### src/rtl/bp_sacc_link_arbiter.sv
// bp_sacc_link_arbiter
// Wormhole-aware round-robin arbiter. Merges num_req_p ready-and-valid flit
// streams onto one coherence NoC link. Once a multi-flit packet's header is
// accepted, the grant stays on that requester until the whole packet has
// crossed, so packets from different tiles are never interleaved.
//
// Ports:
//   clk_i        clock
//   reset_i      synchronous active-high reset
//   data_i       per-requester flits, requester k at [k*flit_width_p +: flit_width_p]
//   v_i          per-requester flit valid
//   ready_and_o  per-requester ready (only the selected requester sees ready_and_i)
//   data_o       merged flit
//   v_o          merged valid
//   ready_and_i  downstream ready
//   grant_o      one-hot current selection, zero when nothing is selected
//   busy_o       high while a multi-flit packet holds the lock
module bp_sacc_link_arbiter #(
  parameter int num_req_p    = 4,
  parameter int flit_width_p = 64,
  parameter int len_width_p  = 4,
  parameter int len_offset_p = 0
) (
  input  logic                              clk_i,
  input  logic                              reset_i,
  input  logic [num_req_p*flit_width_p-1:0] data_i,
  input  logic [num_req_p-1:0]              v_i,
  output logic [num_req_p-1:0]              ready_and_o,
  output logic [flit_width_p-1:0]           data_o,
  output logic                              v_o,
  input  logic                              ready_and_i,
  output logic [num_req_p-1:0]              grant_o,
  output logic                              busy_o
);

  localparam int IDX_W = $clog2(num_req_p);

  typedef enum logic {
    IDLE = 1'b0,
    BUSY = 1'b1
  } mode_t;

  mode_t                   r_mode;
  mode_t                   w_mode_nxt;
  logic [IDX_W-1:0]        r_rr_ptr;
  logic [IDX_W-1:0]        w_rr_ptr_nxt;
  logic [IDX_W-1:0]        r_owner;
  logic [IDX_W-1:0]        w_owner_nxt;
  logic [len_width_p-1:0]  r_cnt;
  logic [len_width_p-1:0]  w_cnt_nxt;
  logic [IDX_W-1:0]        w_sel;
  logic                    w_active;
  logic                    w_xfer;
  logic [flit_width_p-1:0] w_flit;
  logic [len_width_p-1:0]  w_hdr_len;

  // Requester index after idx, wrapping at num_req_p (which need not be a
  // power of two).
  function automatic logic [IDX_W-1:0] wrap_inc(input logic [IDX_W-1:0] idx);
    if (int'(idx) == num_req_p - 1) return '0;
    return idx + 1'b1;
  endfunction

  // base + off modulo num_req_p; off is always below num_req_p.
  function automatic logic [IDX_W-1:0] ptr_add(input logic [IDX_W-1:0] base,
                                               input int               off);
    int sum;
    sum = int'(base) + off;
    if (sum >= num_req_p) sum = sum - num_req_p;
    return IDX_W'(sum);
  endfunction

  // Selection: the lock owner while BUSY, otherwise the first valid requester
  // scanning from the round-robin pointer. The scan runs from the farthest
  // offset down so the nearest valid requester is the last one written.
  always_comb begin
    w_sel    = r_owner;
    w_active = 1'b0;
    if (r_mode == BUSY) begin
      w_sel    = r_owner;
      w_active = 1'b1;
    end else begin
      for (int i = num_req_p - 1; i >= 0; i--) begin
        if (v_i[ptr_add(r_rr_ptr, i)]) begin
          w_sel    = ptr_add(r_rr_ptr, i);
          w_active = 1'b1;
        end
      end
    end
    if (reset_i) w_active = 1'b0;
  end

  assign w_flit    = data_i[int'(w_sel)*flit_width_p +: flit_width_p];
  assign w_hdr_len = w_flit[len_offset_p +: len_width_p];

  // Zero-latency datapath. ready_and_o for the selected requester follows the
  // downstream ready without looking at that requester's own valid, so an
  // owner that bubbles still sees ready.
  always_comb begin
    grant_o     = '0;
    ready_and_o = '0;
    v_o         = 1'b0;
    data_o      = '0;
    busy_o      = 1'b0;
    if (w_active) begin
      grant_o[w_sel]     = 1'b1;
      ready_and_o[w_sel] = ready_and_i;
      v_o                = v_i[w_sel];
      data_o             = w_flit;
      busy_o             = (r_mode == BUSY);
    end
  end

  assign w_xfer = v_o & ready_and_i;

  // Next-state: only a completed handshake moves the arbiter. A header with a
  // zero length field is a whole packet, so the pointer advances immediately.
  always_comb begin
    w_mode_nxt   = r_mode;
    w_rr_ptr_nxt = r_rr_ptr;
    w_owner_nxt  = r_owner;
    w_cnt_nxt    = r_cnt;
    if (w_xfer) begin
      if (r_mode == IDLE) begin
        if (w_hdr_len == '0) begin
          w_rr_ptr_nxt = wrap_inc(w_sel);
        end else begin
          w_mode_nxt  = BUSY;
          w_owner_nxt = w_sel;
          w_cnt_nxt   = w_hdr_len;
        end
      end else begin
        // Counter is at least 1 in BUSY; a value of 1 means this is the tail.
        if (r_cnt <= len_width_p'(1)) begin
          w_mode_nxt   = IDLE;
          w_rr_ptr_nxt = wrap_inc(r_owner);
          w_cnt_nxt    = '0;
        end else begin
          w_cnt_nxt = r_cnt - len_width_p'(1);
        end
      end
    end
  end

  always_ff @(posedge clk_i) begin
    if (reset_i) begin
      r_mode   <= IDLE;
      r_rr_ptr <= '0;
      r_owner  <= '0;
      r_cnt    <= '0;
    end else begin
      r_mode   <= w_mode_nxt;
      r_rr_ptr <= w_rr_ptr_nxt;
      r_owner  <= w_owner_nxt;
      r_cnt    <= w_cnt_nxt;
    end
  end

endmodule

### config.mk
export PLATFORM = sky130hd
export DESIGN_NAME = bp_sacc_link_arbiter
export DESIGN_NICKNAME = d
export VERILOG_FILES = /design/src/rtl/bp_sacc_link_arbiter.sv
export SDC_FILE = /design/constraint.sdc
export NUM_CORES = 1
export LEC_CHECK = 0
export ABC_AREA = 1
export CELL_PAD_IN_SITES_DETAIL_PLACEMENT = 0
export CELL_PAD_IN_SITES_GLOBAL_PLACEMENT = 1
export CORE_MARGIN = 2
export CORE_UTILIZATION = 15
export CTS_CLUSTER_SIZE = 8
export DETAILED_ROUTE_END_ITERATION = 10
export PLACE_DENSITY_LB_ADDON = 0.1
export SYNTH_ARGS = -nofsm -noshare
export SYNTH_HDL_FRONTEND = slang
export SYNTH_SLANG_ARGS = --single-unit
export TNS_END_PERCENT = 100
### constraint.sdc
create_clock -name clk_i -period 2.45 [get_ports clk_i]
set_input_delay 0.49 -clock clk_i [delete_from_list [all_inputs] [get_ports clk_i]]
set_output_delay 0.49 -clock clk_i [all_outputs]
set_load 0.02 [all_outputs]
After elaboration in Yosys (flattened, before gate mapping)
Cells that the tools add are included.

word-level totals
  register bits = 9
  input bits = 263

cells by class
  $add $sub $neg = 10
  order comparisons = 11
  equal/unequal tests = 4
  shift operators = 1
  muxes and demuxes = 57
  bitwise gates (word level) = 4
  reductions and logical operators = 6

operator list
  cell                                                               count
  indexed part select 256 x 9 -> 64 bit                              1
  2-to-1 mux 64 bit                                                  1
  2-to-1 mux 2 bit                                                   20
  2-to-1 mux 1 bit                                                   25
  2-to-1 mux 4 bit                                                   5
  < comparator 2 x 3 -> 1 bit, second input constant                 5
  binary-select mux 1 bit (select 2 bit)                             5
  greater-or-equal comparator 3 bit, second input constant           3
  subtractor 2 x 1 -> 2 bit, second input constant                   4
  adder 2 x 2 -> 3 bit, second input constant                        2
  AND reduction 3 bit                                                2
  adder 2 x 1 -> 2 bit, second input constant                        2
  AND 4 bit                                                          1
  equality test 2 x 1 -> 1 bit, second input constant                2
  <= comparator 4 x 1 -> 1 bit, second input constant                1
  logical NOT 4 bit                                                  1
  subtractor 4 x 1 -> 4 bit, second input constant                   1
  adder 2 x 1 -> 3 bit, second input constant                        1
  greater-or-equal comparator 2 x 3 -> 1 bit, second input constant  1
  demux 1 bit (select 2 bit)                                         1
  greater-or-equal comparator 2 x 1 -> 1 bit, second input constant  1
  != test 2 x 1 -> 1 bit, second input constant                      1
  != test 2 bit, second input constant                               1
  NOT 1 bit                                                          2
  other kinds (4)                                                    4

Depth between registers and ports, before layout
  word-level depth = 19
  depth in mapped cells = 24
  mapped depth without buffers = 22

Least setup slack after synthesis
No wires, ideal clock.

  path kind = input-to-output
  start point = input v_i[1]
  end point = output ready_and_o[0]
  data arrival time = 2.358 ns
  data required time = 1.960 ns
  slack = -0.398 ns
  cell stages on the path = 17
  cells stage by stage = inv_1 -> nand2_1 -> nand3_1 -> nand2_1 -> inv_1 -> nand3_1 -> nand2_1 -> nand2_1 -> nand2_1 -> nand2_2 -> nand2_4 -> buf_8 -> buf_4 -> buf_2 -> ha_1 -> inv_1 -> nor3_1

between the ends
  word-level cells in the longest chain between the ends = 13

RTL lines
  item                                                                                                                    RTL line  text
  start: declaration                                                                                                      27        input logic [num_req_p-1:0] v_i,
  binary-select mux 1 bit (select 2 bit)                                                                                  84        if (v_i[ptr_add(r_rr_ptr, i)]) begin
  2-to-1 mux 1 bit (implied by the code)                                                                                  84
  2-to-1 mux 2 bit (4 in a row)                                                                                           84
  2-to-1 mux 2 bit                                                                                                        79        if (r_mode == BUSY) begin
  < comparator 2 x 3 -> 1 bit (implied by the code) / greater-or-equal comparator 2 x 1 -> 1 bit (equally long branches)  107       ready_and_o[w_sel] = ready_and_i;
  logical AND 1 bit (implied by the code)                                                                                 107
  2-to-1 mux 1 bit (implied by the code)                                                                                  107
  demux 1 bit (select 2 bit)                                                                                              107
  AND 4 bit (no source line)                                                                                              --
  2-to-1 mux 4 bit (*)                                                                                                    105       if (w_active) begin
  end: declaration                                                                                                        28        output logic [num_req_p-1:0] ready_and_o,

Mark *: on every way between the ends. The rest lies on a longest branch, timed or not. The select of a mux whose other input is x is not followed.

Worst setup path after layout
  start point = register r_rr_ptr[0]
  end point = output data_o[61]

between the ends
  word-level cells in the longest chain between the ends = 13

RTL lines
  item                                                                                   RTL line  text
  start: declaration                                                                     45        logic [IDX_W-1:0] r_rr_ptr;
  start signal: assignment                                                               153       r_rr_ptr <= w_rr_ptr_nxt;
  adder 2 x 2 -> 3 bit                                                                   68        sum = int'(base) + off;
  greater-or-equal comparator 3 bit / subtractor 2 x 1 -> 2 bit (equally long branches)  69        if (sum >= num_req_p) sum = sum - num_req_p;
  2-to-1 mux 2 bit                                                                       69
  2-to-1 mux 2 bit                                                                       79
  binary-select mux 1 bit (select 2 bit)                                                 84
  2-to-1 mux 1 bit (implied by the code)                                                 84
  2-to-1 mux 2 bit / 2-to-1 mux 1 bit (equally long branches) (4 in a row)               84
  2-to-1 mux 2 bit / 2-to-1 mux 1 bit (equally long branches)                            79
  indexed part select 256 x 9 -> 64 bit / 2-to-1 mux 1 bit (equally long branches)       93, 90
  2-to-1 mux 64 bit (*)                                                                  105
  end: declaration                                                                       29        output logic [flit_width_p-1:0] data_o,

Marks and branches as above.

==> results.txt <==
----------------------------------------------------
[Outcome]
  Outcome ... finished, violations left
  Failing checks ... setup timing

[Clock network]
  CTS tree ... yes
  Clock latency at the later pin of the worst-skew pair ... 0.24 ns
  Maximum clock path buffer count ... 2
  Sinks on Clock Net ... 9
  Num CTS Buffers ... 3
  CTS hold repair buffers ... 0
  Clock transition at the registers of the reported paths ... 0.04 ns
  Cell at the root of the clock tree ... sky130_fd_sc_hd__clkbuf_16
  CTS H-tree lvls ... 1

[Setup path]
  Setup slack of the worst register-to-register path ... -0.09 ns
  Kind of launch point of the worst setup path ... flop
  Standard cell with the maximum stage delay on the critical path ... sky130_fd_sc_hd__dfxtp_4
  Required time at the worst-slack endpoint ... 1.96 ns
  Slowest Stage Delay on Critical Path ... 0.42 ns
  CP arrival ... 2.46 ns
  Kind of critical path ... reg2out
  Ordered cell list for the critical path ... inv_8 > nand2_4 > nand2_2 > nand2_2 > nand2_2 > nand2_1 > nand3_1 > nand2_1 > nand2_1 > nand2_1 > nand2_2 > nand2_8 > clkinv_8 > buf_12 > buf_12 > buf_16 > nor2_2 > nor2_1 > o21ai_1 > a21oi_2 > buf_6
  Category of the worst setup path capture point ... output pin
  Number of cell instances on the worst register-to-register path ... 23
  Maximum fanout along the worst path ... 8

[Power and ir drop]
  Pwr per Cell Area ... 610.5 nW/µm²
  Net switching fraction of the power ... 0.4690
  Register share of total power ... 0.034
  Cell internal power dissipation ... 2947 µW
  Portion of total power attributed to the clock network ... 0.053
  Leak Pwr ... 0.003761 µW
  Sw power ... 2603 µW
  Max IR drop VDD ... 0.2253 mV
  Gate power share ... 0.913

[Synth]
  Share of synthesized area occupied by flip-flops and latches ... 0.05337
  Adder-cell area share of the yosys netlist ... 0.02595
  Synth cell types ... 32
  Synthesized area divided by synthesized cell count ... 4.885 µm²
  Ys Warns ... 0
  Number of nets produced by synthesis ... 961
  Cell count after synthesis ... 691
  Total of flip-flops plus latches after synthesis ... 9
  Simple-Gate Fraction of Synth Area ... 0.5004
  Fraction of synthesized cell area in xor and xnor cells ... 0.005189
  Dominant combinational cell family by area after synthesis ... simple AND/OR/NAND/NOR gates
  Summed instance area of the synthesized netlist ... 3376 µm²
  Multiplexer share of the synthesized area ... 0
  Compound-Gate Fraction of Synth Area ... 0.2906

[Global routing]
  Global routing usage summed across all routing layers ... 0.1932
  Largest net degree at the start of global routing ... 28
  Number of antenna violations at the first check in global routing ... 1
  Total congestion overflow after global routing ... 0
  First-pass GRT wire length ... 35670 µm
  Number of global-route vias before repair ... 6010

[Floorplan]
  Initial Util ... 0.1537
  DIE WIDTH ... 154.0 µm
  Number of top-level pins ... 337
  Core Footprint ... 21960 µm²
  Die outline area ... 23720 µm²
  Y dimension of the die ... 154.0 µm
  Row count ... 54

[Placed design]
  Final Wtd Congestion ... 0.8036
  HPWL Detailed ... 18040 µm
  Placement-stage worst setup slack ... -1.297 ns
  Cell Count Post-Placement ... 1325
  PortBufs ... 336

[STA]
  Final setup skew ... 0.002354 ns
  Setup repair after global routing missed its margin ... true
  Post-Route Setup TNS ... -30.23 ns
  Number of setup violations in the final report ... 82
  Minimum period implied by the final worst setup slack ... 2.948 ns
  Count of final hold-check violations ... 0
  Period Utilization, post-route ... 1.203
  FMAX ... 339.2 MHz
  Normalized max-slew margin ... 0.7738
  Min setup slack post-route ... -0.4979 ns
  Transition time at the pin with the least slew margin ... 0.3389 ns
  Max-slew violation count ... 0

[Routing]
  Count of nets left with antenna violations after detail routing ... 0
  Via density per instance ... 4.312
  Total number of vias ... 5908
  Starting DRC count in detailed routing ... 160
  Count of TritonRoute iterations in the first routing pass ... 4
  Detailed Route WL ... 24050 µm
  Residual DRC ... 0
  Average wire per cell in the routed design ... 17.55 µm

[Finish]
  Register area ... 187.7 µm²
  Number of fill cells in the layout ... 2356
  Layout-stage area growth over the synthesis result ... 169.3%
  Final std cells w/o fill ... 1370
  Final #Nets ... 1361
  Area of combinational cells with multiple inputs ... 3388 µm²
  Final antenna diode count ... 0
  Proportion of layout cells with a drive suffix above 1 ... 0.3615

[Hold path]
  HP Class ... reg2reg
  Min-Delay Path Depth ... 2

[Run]
  Max-cap violations ... 0

----------------------------------------------------
==> metrics by stage <==
| stage | utilization | hold slack, ns | cell area, µm² | total power (µW) |
|---|---|---|---|---|
| 6_report | 0.4140 | 0.5064 | 9090 | 5550 |
| 5_1_grt | 0.4140 | 0.5366 | 9090 | 5964 |
| 4_1_cts | 0.4046 | 0.5082 | 8884 | 5478 |
| 3_5_place_dp | 0.3568 | 0.5006 | 7835 | 4073 |
| 3_3_place_gp | 0.3568 | 0.4978 | 7835 | 4086 |
| 2_1_floorplan | - | 0.4746 | 3777 | 2392 |
==> power by group through the flow <==
| stage | sequential [µW] | combinational [µW] | clock [µW] |
|---|---|---|---|
| floorplan | 179 | 2210 | 0 |
| global placement | 189 | 3900 | 0 |
| detailed placement | 187 | 3890 | 0 |
| CTS | 189 | 4990 | 296 |
| global route | 192 | 5470 | 305 |
| finish | 189 | 5070 | 294 |
==> final cells by class <==
| cell class | instances | share of cell area |
|---|---|---|
| Timing Repair Buffer | 446 | 0.5363 |
| Multi-Input combinational cell | 589 | 0.3727 |
| Tap cell | 280 | 0.03854 |
| Inverter | 41 | 0.02189 |
| Sequential cell | 9 | 0.02065 |
| Clock buffer | 4 | 0.008672 |
| Timing Repair inverter | 1 | 0.001239 |
==> placed cells by master, fill, tap and decap left out, types with 2 or more instances in the layout <==
master and instances:
sky130_fd_sc_hd__clkdlybuf4s50_1 259, sky130_fd_sc_hd__nor2_1 227, sky130_fd_sc_hd__buf_4 85, sky130_fd_sc_hd__o21ai_1 82, sky130_fd_sc_hd__a21oi_2 63, sky130_fd_sc_hd__buf_6 53, sky130_fd_sc_hd__nand2_1 40, sky130_fd_sc_hd__nor2_2 34
sky130_fd_sc_hd__nand2_2 29, sky130_fd_sc_hd__o21ai_0 28, sky130_fd_sc_hd__inv_1 24, sky130_fd_sc_hd__buf_12 20, sky130_fd_sc_hd__nand3_2 17, sky130_fd_sc_hd__o21ai_2 15, sky130_fd_sc_hd__buf_16 15, sky130_fd_sc_hd__nand3_1 10
sky130_fd_sc_hd__nor2_4 9, sky130_fd_sc_hd__clkdlybuf4s15_2 7, sky130_fd_sc_hd__dfxtp_1 7, sky130_fd_sc_hd__inv_4 6, sky130_fd_sc_hd__nand2_4 6, sky130_fd_sc_hd__inv_2 6, sky130_fd_sc_hd__nand3b_1 6, sky130_fd_sc_hd__nor3_4 4
sky130_fd_sc_hd__ha_1 4, sky130_fd_sc_hd__bufbuf_16 4, sky130_fd_sc_hd__a21oi_1 3, sky130_fd_sc_hd__nand3_4 3, sky130_fd_sc_hd__ha_4 3, sky130_fd_sc_hd__clkbuf_16 3, sky130_fd_sc_hd__inv_8 2, sky130_fd_sc_hd__buf_2 2
sky130_fd_sc_hd__dfxtp_4 2
==> cells in the mapped netlist, drive strengths merged <==
cell type | instances | area share
nand3 | 30 | 0.071
buf | 25 | 0.044
o22ai | 1 | 0.0019
dfxtp | 9 | 0.053
xnor2 | 1 | 0.0026
nand3b | 6 | 0.013
a21oi | 66 | 0.099
xor2 | 1 | 0.0026
inv | 38 | 0.044
nor3 | 4 | 0.0059
ha | 7 | 0.026
clkbuf | 27 | 0.031
nor2 | 270 | 0.31
clkinv | 3 | 0.0048
nand2 | 76 | 0.10
a31oi | 1 | 0.0019
o21ai | 126 | 0.19
==> routing by layer <==
| metal | global-route usage | vias to the layer above | routed length (µm) |
|---|---|---|---|
| met5 | 0 | - | 13 |
| li1 | - | 3044 | - |
| met4 | 0.02759 | 2 | 365 |
| met1 | 0.2248 | 2650 | 9497 |
| met2 | 0.3707 | 190 | 12720 |
| met3 | 0.03749 | 22 | 1447 |
==> critical path: cells and delay by family (launching register included) <==
| family | cells | cell delay, ns |
|---|---|---|
| AOI/OAI and AO/OA | 2 | 0.17 |
| buffers and inverters | 6 | 0.68 |
| DFF | 1 | 0.42 |
| and+or+nand+nor | 13 | 0.92 |
==> registers in the layout, summed over array words and instances, names as in the netlist <==
name      cells
r_cnt         4
r_mode        1
r_owner       2
r_rr_ptr      2
==> final timing paths <==
check | endpoint | start
worst max-delay path | data_o[61] | r_rr_ptr[0]$_SDFFE_PP0P_
worst min-delay path | r_cnt[1]$_SDFFE_PP0P_ | r_cnt[1]$_SDFFE_PP0P_
worst max register to register | r_rr_ptr[0]$_SDFFE_PP0P_ | r_rr_ptr[0]$_SDFFE_PP0P_
worst min register to register | r_cnt[1]$_SDFFE_PP0P_ | r_cnt[1]$_SDFFE_PP0P_
==> repair_timing <==
action | in CTS | in global routing
pin swaps | 60 | 27
setup buffers | 20 | 3
setup endpoints to repair | 82 | 82
gates resized for setup | 503 | 57
hold endpoints to repair | 0 | 0
gates cloned | 19 | 0
==> cells by family after synthesis <==
| logic type | Yosys count |
|---|---|
| AOI/OAI and AO/OA | 194 |
| xor gates and xnor gates | 2 |
| adders and majority gates | 7 |
| buffers and inverters | 93 |
| DFF | 9 |
| and+or+nand+nor | 386 |
Power figures use the tool's default switching activity.
